### src/rtl/peripheral_bus_responder_if.sv
// CPU data-bus view of the device region: strobes, address, write data, combinational read data.
interface peripheral_bus_responder_if;
  logic        Device_Read;
  logic        Device_Write;
  logic [31:0] MemBus_Address;
  logic [31:0] MemBus_Write_Data;
  logic [31:0] Device_Read_Data;

  modport master (
    output Device_Read,
    output Device_Write,
    output MemBus_Address,
    output MemBus_Write_Data,
    input  Device_Read_Data
  );

  modport slave (
    input  Device_Read,
    input  Device_Write,
    input  MemBus_Address,
    input  MemBus_Write_Data,
    output Device_Read_Data
  );
endinterface

### src/rtl/peripheral_bus_responder.sv
// Device responder for the 0x4000_0000 region: timer with irq, LED/7-seg registers,
// systick counter and a byte UART transmitter. Reads are combinational, writes commit on clk.
module peripheral_bus_responder #(
  parameter int unsigned CLKS_PER_BIT = 868
) (
  input  logic                          clk,
  input  logic                          reset,
  peripheral_bus_responder_if.slave     bus,
  output logic [7:0]                    leds,
  output logic [11:0]                   digi,
  output logic                          uart_tx,
  output logic                          irq
);

  localparam int unsigned BaudW = (CLKS_PER_BIT > 2) ? $clog2(CLKS_PER_BIT) : 1;
  localparam logic [BaudW-1:0] BaudLast = BaudW'(CLKS_PER_BIT - 1);

  localparam logic [29:0] AddrTh      = 30'h1000_0000;
  localparam logic [29:0] AddrTl      = 30'h1000_0001;
  localparam logic [29:0] AddrTcon    = 30'h1000_0002;
  localparam logic [29:0] AddrLed     = 30'h1000_0003;
  localparam logic [29:0] AddrDigi    = 30'h1000_0004;
  localparam logic [29:0] AddrSystick = 30'h1000_0005;
  localparam logic [29:0] AddrTxd     = 30'h1000_0006;
  localparam logic [29:0] AddrUcon    = 30'h1000_0007;

  typedef enum logic [1:0] {StIdle, StStart, StData, StStop} uart_state_e;

  logic [29:0] word;
  logic [31:0] wdata;
  logic        wr_th, wr_tl, wr_tcon, wr_led, wr_digi, wr_txd, wr_ucon;

  logic [31:0] th_q, th_d, tl_q, tl_d, systick_q;
  logic [2:0]  tcon_q, tcon_d;
  logic [7:0]  leds_q;
  logic [11:0] digi_q;
  logic        overflow, ovf_set;

  uart_state_e      state_q, state_d;
  logic [BaudW-1:0] baud_q, baud_d;
  logic [2:0]       bit_idx_q, bit_idx_d;
  logic [7:0]       data_q, data_d;
  logic             done_q, done_d;
  logic             busy, baud_tc, frame_end;

  logic unused_addr;
  assign unused_addr = ^bus.MemBus_Address[1:0];

  assign word  = bus.MemBus_Address[31:2];
  assign wdata = bus.MemBus_Write_Data;

  assign wr_th   = bus.Device_Write && (word == AddrTh);
  assign wr_tl   = bus.Device_Write && (word == AddrTl);
  assign wr_tcon = bus.Device_Write && (word == AddrTcon);
  assign wr_led  = bus.Device_Write && (word == AddrLed);
  assign wr_digi = bus.Device_Write && (word == AddrDigi);
  assign wr_txd  = bus.Device_Write && (word == AddrTxd);
  assign wr_ucon = bus.Device_Write && (word == AddrUcon);

  // Timer: CPU writes to TH/TL override the hardware update; the overflow set of the
  // int-status bit is OR-ed in so a simultaneous TCON write never loses an interrupt.
  assign overflow = tcon_q[0] && (tl_q == 32'hFFFF_FFFF);
  assign ovf_set  = overflow && tcon_q[1];

  always_comb begin
    th_d   = wr_th ? wdata : th_q;
    tl_d   = tl_q;
    tcon_d = tcon_q;
    if (tcon_q[0]) begin
      tl_d = overflow ? th_q : tl_q + 32'd1;
    end
    if (wr_tl) begin
      tl_d = wdata;
    end
    if (wr_tcon) begin
      tcon_d = {wdata[2] | ovf_set, wdata[1:0]};
    end else begin
      tcon_d[2] = tcon_q[2] | ovf_set;
    end
  end

  always_ff @(posedge clk or posedge reset) begin
    if (reset) begin
      th_q      <= '0;
      tl_q      <= '0;
      tcon_q    <= '0;
      leds_q    <= '0;
      digi_q    <= '0;
      systick_q <= '0;
    end else begin
      th_q      <= th_d;
      tl_q      <= tl_d;
      tcon_q    <= tcon_d;
      systick_q <= systick_q + 32'd1;
      if (wr_led) begin
        leds_q <= wdata[7:0];
      end
      if (wr_digi) begin
        digi_q <= wdata[11:0];
      end
    end
  end

  assign leds = leds_q;
  assign digi = digi_q;
  assign irq  = tcon_q[2];

  // UART transmitter
  assign busy    = (state_q != StIdle);
  assign baud_tc = (baud_q == BaudLast);

  always_comb begin
    state_d   = state_q;
    baud_d    = baud_q + BaudW'(1);
    bit_idx_d = bit_idx_q;
    data_d    = data_q;
    frame_end = 1'b0;
    uart_tx   = 1'b1;
    unique case (state_q)
      StIdle: begin
        baud_d = '0;
        if (wr_txd) begin
          data_d  = wdata[7:0];
          state_d = StStart;
        end
      end
      StStart: begin
        uart_tx = 1'b0;
        if (baud_tc) begin
          state_d   = StData;
          baud_d    = '0;
          bit_idx_d = '0;
        end
      end
      StData: begin
        uart_tx = data_q[bit_idx_q];
        if (baud_tc) begin
          baud_d = '0;
          if (bit_idx_q == 3'd7) begin
            state_d = StStop;
          end else begin
            bit_idx_d = bit_idx_q + 3'd1;
          end
        end
      end
      StStop: begin
        if (baud_tc) begin
          state_d   = StIdle;
          baud_d    = '0;
          frame_end = 1'b1;
        end
      end
      default: begin
        state_d = StIdle;
        baud_d  = '0;
      end
    endcase
  end

  // A frame end in the same cycle as a software clear leaves done set.
  always_comb begin
    done_d = done_q;
    if (frame_end) begin
      done_d = 1'b1;
    end else if (wr_ucon && wdata[1]) begin
      done_d = 1'b0;
    end
  end

  always_ff @(posedge clk or posedge reset) begin
    if (reset) begin
      state_q   <= StIdle;
      baud_q    <= '0;
      bit_idx_q <= '0;
      data_q    <= '0;
      done_q    <= 1'b0;
    end else begin
      state_q   <= state_d;
      baud_q    <= baud_d;
      bit_idx_q <= bit_idx_d;
      data_q    <= data_d;
      done_q    <= done_d;
    end
  end

  always_comb begin
    bus.Device_Read_Data = '0;
    if (bus.Device_Read) begin
      case (word)
        AddrTh:      bus.Device_Read_Data = th_q;
        AddrTl:      bus.Device_Read_Data = tl_q;
        AddrTcon:    bus.Device_Read_Data = {29'd0, tcon_q};
        AddrLed:     bus.Device_Read_Data = {24'd0, leds_q};
        AddrDigi:    bus.Device_Read_Data = {20'd0, digi_q};
        AddrSystick: bus.Device_Read_Data = systick_q;
        AddrUcon:    bus.Device_Read_Data = {30'd0, done_q, busy};
        default:     bus.Device_Read_Data = '0;
      endcase
    end
  end

endmodule

### src/flat_wrapper.sv
// flat-port wrapper written by rule: the top's interface ports become plain ports
module peripheral_bus_responder_flat 
#(
  parameter int unsigned CLKS_PER_BIT = 868
)
  (clk, reset, leds, digi, uart_tx, irq, bus_Device_Read, bus_Device_Write, bus_MemBus_Address, bus_MemBus_Write_Data, bus_Device_Read_Data);
  peripheral_bus_responder_if bus_i ();
  input  logic clk;
  input  logic reset;
  output logic [7:0] leds;
  output logic [11:0] digi;
  output logic uart_tx;
  output logic irq;
  input wire logic [$bits(bus_i.Device_Read)-1:0] bus_Device_Read;
  input wire logic [$bits(bus_i.Device_Write)-1:0] bus_Device_Write;
  input wire logic [$bits(bus_i.MemBus_Address)-1:0] bus_MemBus_Address;
  input wire logic [$bits(bus_i.MemBus_Write_Data)-1:0] bus_MemBus_Write_Data;
  output wire logic [$bits(bus_i.Device_Read_Data)-1:0] bus_Device_Read_Data;
  assign bus_i.Device_Read = bus_Device_Read;
  assign bus_i.Device_Write = bus_Device_Write;
  assign bus_i.MemBus_Address = bus_MemBus_Address;
  assign bus_i.MemBus_Write_Data = bus_MemBus_Write_Data;
  assign bus_Device_Read_Data = bus_i.Device_Read_Data;
  peripheral_bus_responder #(.CLKS_PER_BIT(CLKS_PER_BIT)) u_core (.clk(clk), .reset(reset), .bus(bus_i), .leds(leds), .digi(digi), .uart_tx(uart_tx), .irq(irq));
endmodule
### config.mk
export PLATFORM = sky130hd
export DESIGN_NAME = peripheral_bus_responder_flat
export DESIGN_NICKNAME = d
export VERILOG_FILES = /design/src/rtl/peripheral_bus_responder_if.sv /design/src/rtl/peripheral_bus_responder.sv /design/src/flat_wrapper.sv
export SDC_FILE = /design/constraint.sdc
export NUM_CORES = 1
export LEC_CHECK = 0
export CAP_MARGIN = 25
export CORE_MARGIN = 2
export CORE_UTILIZATION = 50
export DETAILED_ROUTE_END_ITERATION = 8
export PLACE_DENSITY_LB_ADDON = 0.08
export SYNTH_ARGS = -nofsm -noshare
export SYNTH_HDL_FRONTEND = slang
export SYNTH_SLANG_ARGS = --single-unit
export TNS_END_PERCENT = 5
### constraint.sdc
create_clock -name clk -period 4.05 [get_ports clk]
set_input_delay 0.405 -clock clk [delete_from_list [all_inputs] [get_ports clk]]
set_output_delay 0.405 -clock clk [all_outputs]
set_load 0.01 [all_outputs]
### Yosys cells after proc, flatten, opt, wreduce, memory -nomap -nowiden

Cells that the tools add are included.

* add/sub/neg operators: 4
* $lt $le $gt $ge: 1
* eq/ne operators: 20
* mux-type cells: 25
* bitwise logic cells: 2
* reduce and logical (&&, ||, !) cells: 19

Operators by type and width (number)
* 30-bit by 29-bit == test with 1-bit output, second input constant: 8
* 32-bit one-hot mux with 7 select lines: 1
* 32-bit 2-to-1 mux: 4
* 32-bit by 1-bit adder with 32-bit output, second input constant: 2
* 32-bit == test, second input constant: 1
* 10-bit one-hot mux with 2 select lines: 1
* 10-bit by 1-bit adder with 10-bit output, second input constant: 1
* 10-bit == test, second input constant: 1
* 1-bit logical AND: 10
* 10-bit 2-to-1 mux: 1
* 2-bit 2-to-1 mux: 5
* 2-bit by 1-bit inequality test with 1-bit output, second input constant: 5
* 3-bit 2-to-1 mux: 3
* 2-bit one-hot mux with 4 select lines: 1
* 2-bit nonzero test: 4
* 1-bit 2-to-1 mux: 6
* 3-bit one-hot mux with 2 select lines: 1
* 5-bit AND reduction: 1
* 2-bit == test, second input constant: 2
* 3-bit by 4-bit less-than comparator with 1-bit output, second input constant: 1
* 4-bit AND reduction: 1
* 3-bit by 1-bit adder with 3-bit output, second input constant: 1
* 1-bit binary-select mux with 3-bit select: 1
* 3-bit == test, second input constant: 1
* 7 further kinds: 8

* flip-flop bits (word level): 143
* bits of input ports: 68
* output and inout port bits: 54

### Longest topological paths before layout

Gate-level depths: netlist of the first run.

* word-level depth: 5
* mapped depth: 8
* depth with buffers taken out: 7

### Worst setup path before layout of the first run

Ideal clock, no wire load.

* kind: in2out
* start point: input port bus_MemBus_Address[7]
* end point: output port bus_Device_Read_Data[21]
* arrival: 2.099 ns
* slack: 1.546 ns
* cell stages on the path: 7
* path through: or4_1 -> nor4_2 -> and3_1 -> buf_4 -> buf_4 -> a22oi_1 -> nor2_1

* cells in the longest elaborated chain, start to end: 3
* elaborated cells between the ends (all ways): 9
* classes of those cells: eq/ne: 7; mux: 2

RTL lines
* from (decl): line flat_wrapper.sv:16 `input wire logic [$bits(bus_i.MemBus_Address)-1:0] bus_MemBus_Address;`
* 30-bit by 29-bit == test with 1-bit output: line peripheral_bus_responder.sv:189 `case (word)`
* 32-bit one-hot mux with 7 select lines *: line peripheral_bus_responder.sv:189
* 32-bit 2-to-1 mux *: line peripheral_bus_responder.sv:188 `if (bus.Device_Read) begin`
* to (decl): line flat_wrapper.sv:18 `output wire logic [$bits(bus_i.Device_Read_Data)-1:0] bus_Device_Read_Data;`

Every way passes the cells marked *; elsewhere a longest branch is shown, timed or not.

### Worst setup path after layout of the first run

* start point: input port bus_MemBus_Address[7]
* end point: output port bus_Device_Read_Data[24]

Same word-level chain as after synthesis.

==> run_results.csv, run 1 <==
group,metric,value,unit
finish,antenna_cells,0,
sta,rsz0062_at_grt,"false",
route,via_per_inst,5.963,
clock_network,cts-root-buf,"clkbuf_16",
yosys,synth-main-ff-cell,"dfrtp_1",
sta,drv_slew,0,
power,p_leak,4.352,nW
power,power_density,316.2,mW/mm^2
placed_design,routabilityCongestion,0.9160,
yosys,synth.cell_area,0.008184,mm^2
clock_network,cts_tree,"built",
worst_setup_path,ff2ff_path_depth,6,
yosys,synth_edf_count,0,
finish,seq_area,0.003578,mm^2
sta,worst_slew_pin_slew,0.8852,ns
worst_setup_path,slowest_delay,0.57,ns
floorplan,coreArea,0.01594,mm^2
floorplan,row_count,46,
placed_design,place_area,0.009544,mm^2
finish,final_net_count,1004,
finish,fillCellCount,1310,
sta,finalSetupTns,0,ns
worst_setup_path,criticalPathCategory,"primary input to primary output",
route,wl_per_cell,19.26,um
outcome,outcome,"finished, final reports clean",
worst_setup_path,arrival,3.23,ns
route,drc_errors,0,
floorplan,fp.dieW,131.9,um
worst_setup_path,critPathLaunchType,"primary input",
yosys,ys_warn_count,0,
yosys,synth-seq-cells,143,
sta,hold_viol,0,
worst_setup_path,cp_cell_sequence,"clkdlybuf4s50_1, or4_1, nor4_2, buf_4, nor2b_1, buf_4, a22oi_1, nor2_1, clkdlybuf4s50_1",
sta,min_period,3.639,ns
floorplan,io_pins,122,
grt,grt_pass1_vias,6860,
route,drtAntennaViolNets,0,
worst_hold_path,min_path_cells,1,
yosys,syn_avg_cell_area,10.01,um^2
sta,slew_headroom,0.4077,
sta,fmax,274.8,MHz
grt,globalRouteOverflowTotal,0,
route,firstDrtPassIters,5,
floorplan,start_util,0.5133,
worst_setup_path,crit_buf_inv,4,
route,num_vias,6887,
placed_design,dp_hpwl,15.59,mm
clock_network,hold_buffers,0,
route,initialDrtViolationCount,425,
clock_network,clkTransAtPathRegs,0.06,ns
sta,fin_skew,0.006845,ns
flow_run,max_cap_viol_count,0,
grt,antenna_found_initial,0,
yosys,yosysSeqAreaShare,0.4372,
grt,grt_usage,0.2587,
route,wl,22.24,mm
placed_design,port_buffers,119,
grt,grt_pass1_wl,36.03,mm
clock_network,clkSinkCount,143,
clock_network,clock_path_buffers,2,
finish,multi_input_area,0.004292,mm^2
yosys,syn_inst,818,
power,ir_drop,0.2898,mV
yosys,yosysUniqueCellTypes,62,
yosys,async_reset_ff_frac,1.000,
clock_network,cts_max_level,4,
worst_setup_path,cp.required,3.64,ns
finish,drive_gt1_frac,0.1683,
grt,grt_max_degree,71,
floorplan,die_area,0.01741,mm^2
worst_hold_path,min_path_type,"flop to flop",
sta,setup_viol,0,
finish,area_growth,24.29,%
worst_setup_path,cp_max_fo,20,
worst_setup_path,cp_slowest_cell,"or4_1",
floorplan,die_h,131.9,um
clock_network,cts-resized-gates,0,
worst_setup_path,path_depth,9,
clock_network,postCtsSetupBuffers,0,
finish,postLayoutCellArea,0.01017,mm^2
yosys,synth_fp_nets,895,
clock_network,clock_latency,0.42,ns
worst_setup_path,critPathCaptureType,"primary output",
sta,post-route-period-util,0.8986,
clock_network,cts_made_buffers,17,
worst_setup_path,critPathTopFamily,"buffers and inverters",
[cells by family (layout without fill, tap and decap cells)]
logic type / Yosys count / after routing / synth area share
buffers and inverters: 62 / 183 / 0.03914
adders and majority gates: 9 / 9 / 0.01376
and+or+nand+nor: 296 / 296 / 0.1799
muxes: 108 / 108 / 0.1529
DFF: 143 / 143 / 0.4372
AOI/OAI and AO/OA: 148 / 148 / 0.1214
xor gates and xnor gates: 52 / 52 / 0.05565
[state kept, by name (all words and copies together), names as in the netlist]
signal            count
u_core.bit_idx_q      3
u_core.done_q         1
u_core.digi          12
u_core.state_q        2
u_core.tcon_q         3
u_core.baud_q        10
u_core.systick_q     32
u_core.leds           8
u_core.th_q          32
u_core.tl_q          32
u_core.data_q         8
[final timing paths]
kind	startpoint	end	slack (ns)
worst max-delay path	bus_MemBus_Address[7]	bus_Device_Read_Data[24]	0.41
worst min-delay path	u_core.systick_q[31]$_DFF_PP0_	u_core.systick_q[31]$_DFF_PP0_	0.48
worst max register to register	u_core.tl_q[8]$_DFFE_PP0P_	u_core.tl_q[1]$_DFFE_PP0P_	1.26
worst min register to register	u_core.systick_q[31]$_DFF_PP0_	u_core.systick_q[31]$_DFF_PP0_	0.48
max in group asynchronous	reset	u_core.tl_q[25]$_DFFE_PP0P_	2.56
min in group asynchronous	reset	u_core.leds[4]$_DFFE_PP0P_	0.50
[stage by stage]
step	setup slack, ns	instances	hold slack, ns	util	power, mW
2_1_floorplan	1.546	818	0.4459	-	1.509
3_3_place_gp	0.4378	1123	0.4615	0.5987	1.610
3_5_place_dp	0.4002	1123	0.4715	0.5987	1.612
4_1_cts	0.3931	1154	0.4838	0.6373	3.236
5_1_grt	0.1607	1155	0.5109	0.6380	3.317
6_report	0.4105	1155	0.4816	0.6380	3.216
[cells in the mapped netlist, types with 5 or more instances]
master,instances,area (um^2)
or3_1,5,31.28
dfrtp_1,143,3578
mux2i_1,17,170.2
nand3_1,31,155.2
a21oi_1,30,150.1
a22oi_1,29,217.7
a222oi_1,5,50.05
and4_1,7,61.31
nand2_1,68,255.2
xnor2_1,28,245.2
nand4_1,19,118.9
a22o_1,6,52.55
clkbuf_1,21,78.83
o21ai_0,39,195.2
buf_2,13,65.06
nor3_1,18,90.09
nor2_1,89,334.1
mux2_2,86,968.4
nor3b_1,8,60.06
nor2b_1,5,31.28
xor2_1,24,210.2
mux4_2,5,112.6
and3_1,18,112.6
inv_1,15,56.30
nor4_1,10,62.56
ha_1,9,112.6
[power breakdown]
group          total [mW]  internal [mW]  switching, mW
Combinational       0.156         0.0775         0.0784
Sequential           1.43           1.43      0.0000428
Clock                1.63           1.03          0.600
[cell usage in the layout, fill, tap and decap left out, drive strengths merged, types with 4 or more instances in the layout]
master,n
clkinv,4
buf,18
inv,14
o31a,7
or4,4
mux2i,17
nand4,20
a22o,6
mux4,5
dfrtp,143
ha,9
xnor2,28
a21oi,30
a22oi,29
and4,9
nor2b,5
clkdlybuf4s50,119
nor3,18
nand2,68
a222oi,5
nor3b,8
nor2,89
a21o,4
nor4,11
mux2,86
or3,5
xor2,24
o21ai,40
nand3,32
and3,18
clkbuf,22
[layer usage]
layer	vias up	track usage	routed length, um
li1	3200	-	-
met1	3406	0.3401	9888
met2	249	0.4245	10720
met3	32	0.05421	1154
met4	0	0.09300	478
met5	-	0	0
[layout make-up]
class	instances	share of cell area
inverter	15	0.005904
timing repair buffer	137	0.1332
clock inverter	9	0.01304
clock buffer	22	0.04760
tap	216	0.02657
multi-input combinational	613	0.4219
sequential	143	0.3518
No activity file was read; power rests on OpenSTA's default activity.
==> run 2: changes to the inputs <==
- HOLD_SLACK_MARGIN: default -> 0.15
==> results of run 2 <==
No change in the layout: final DEF, timing and power equal those of run 1.
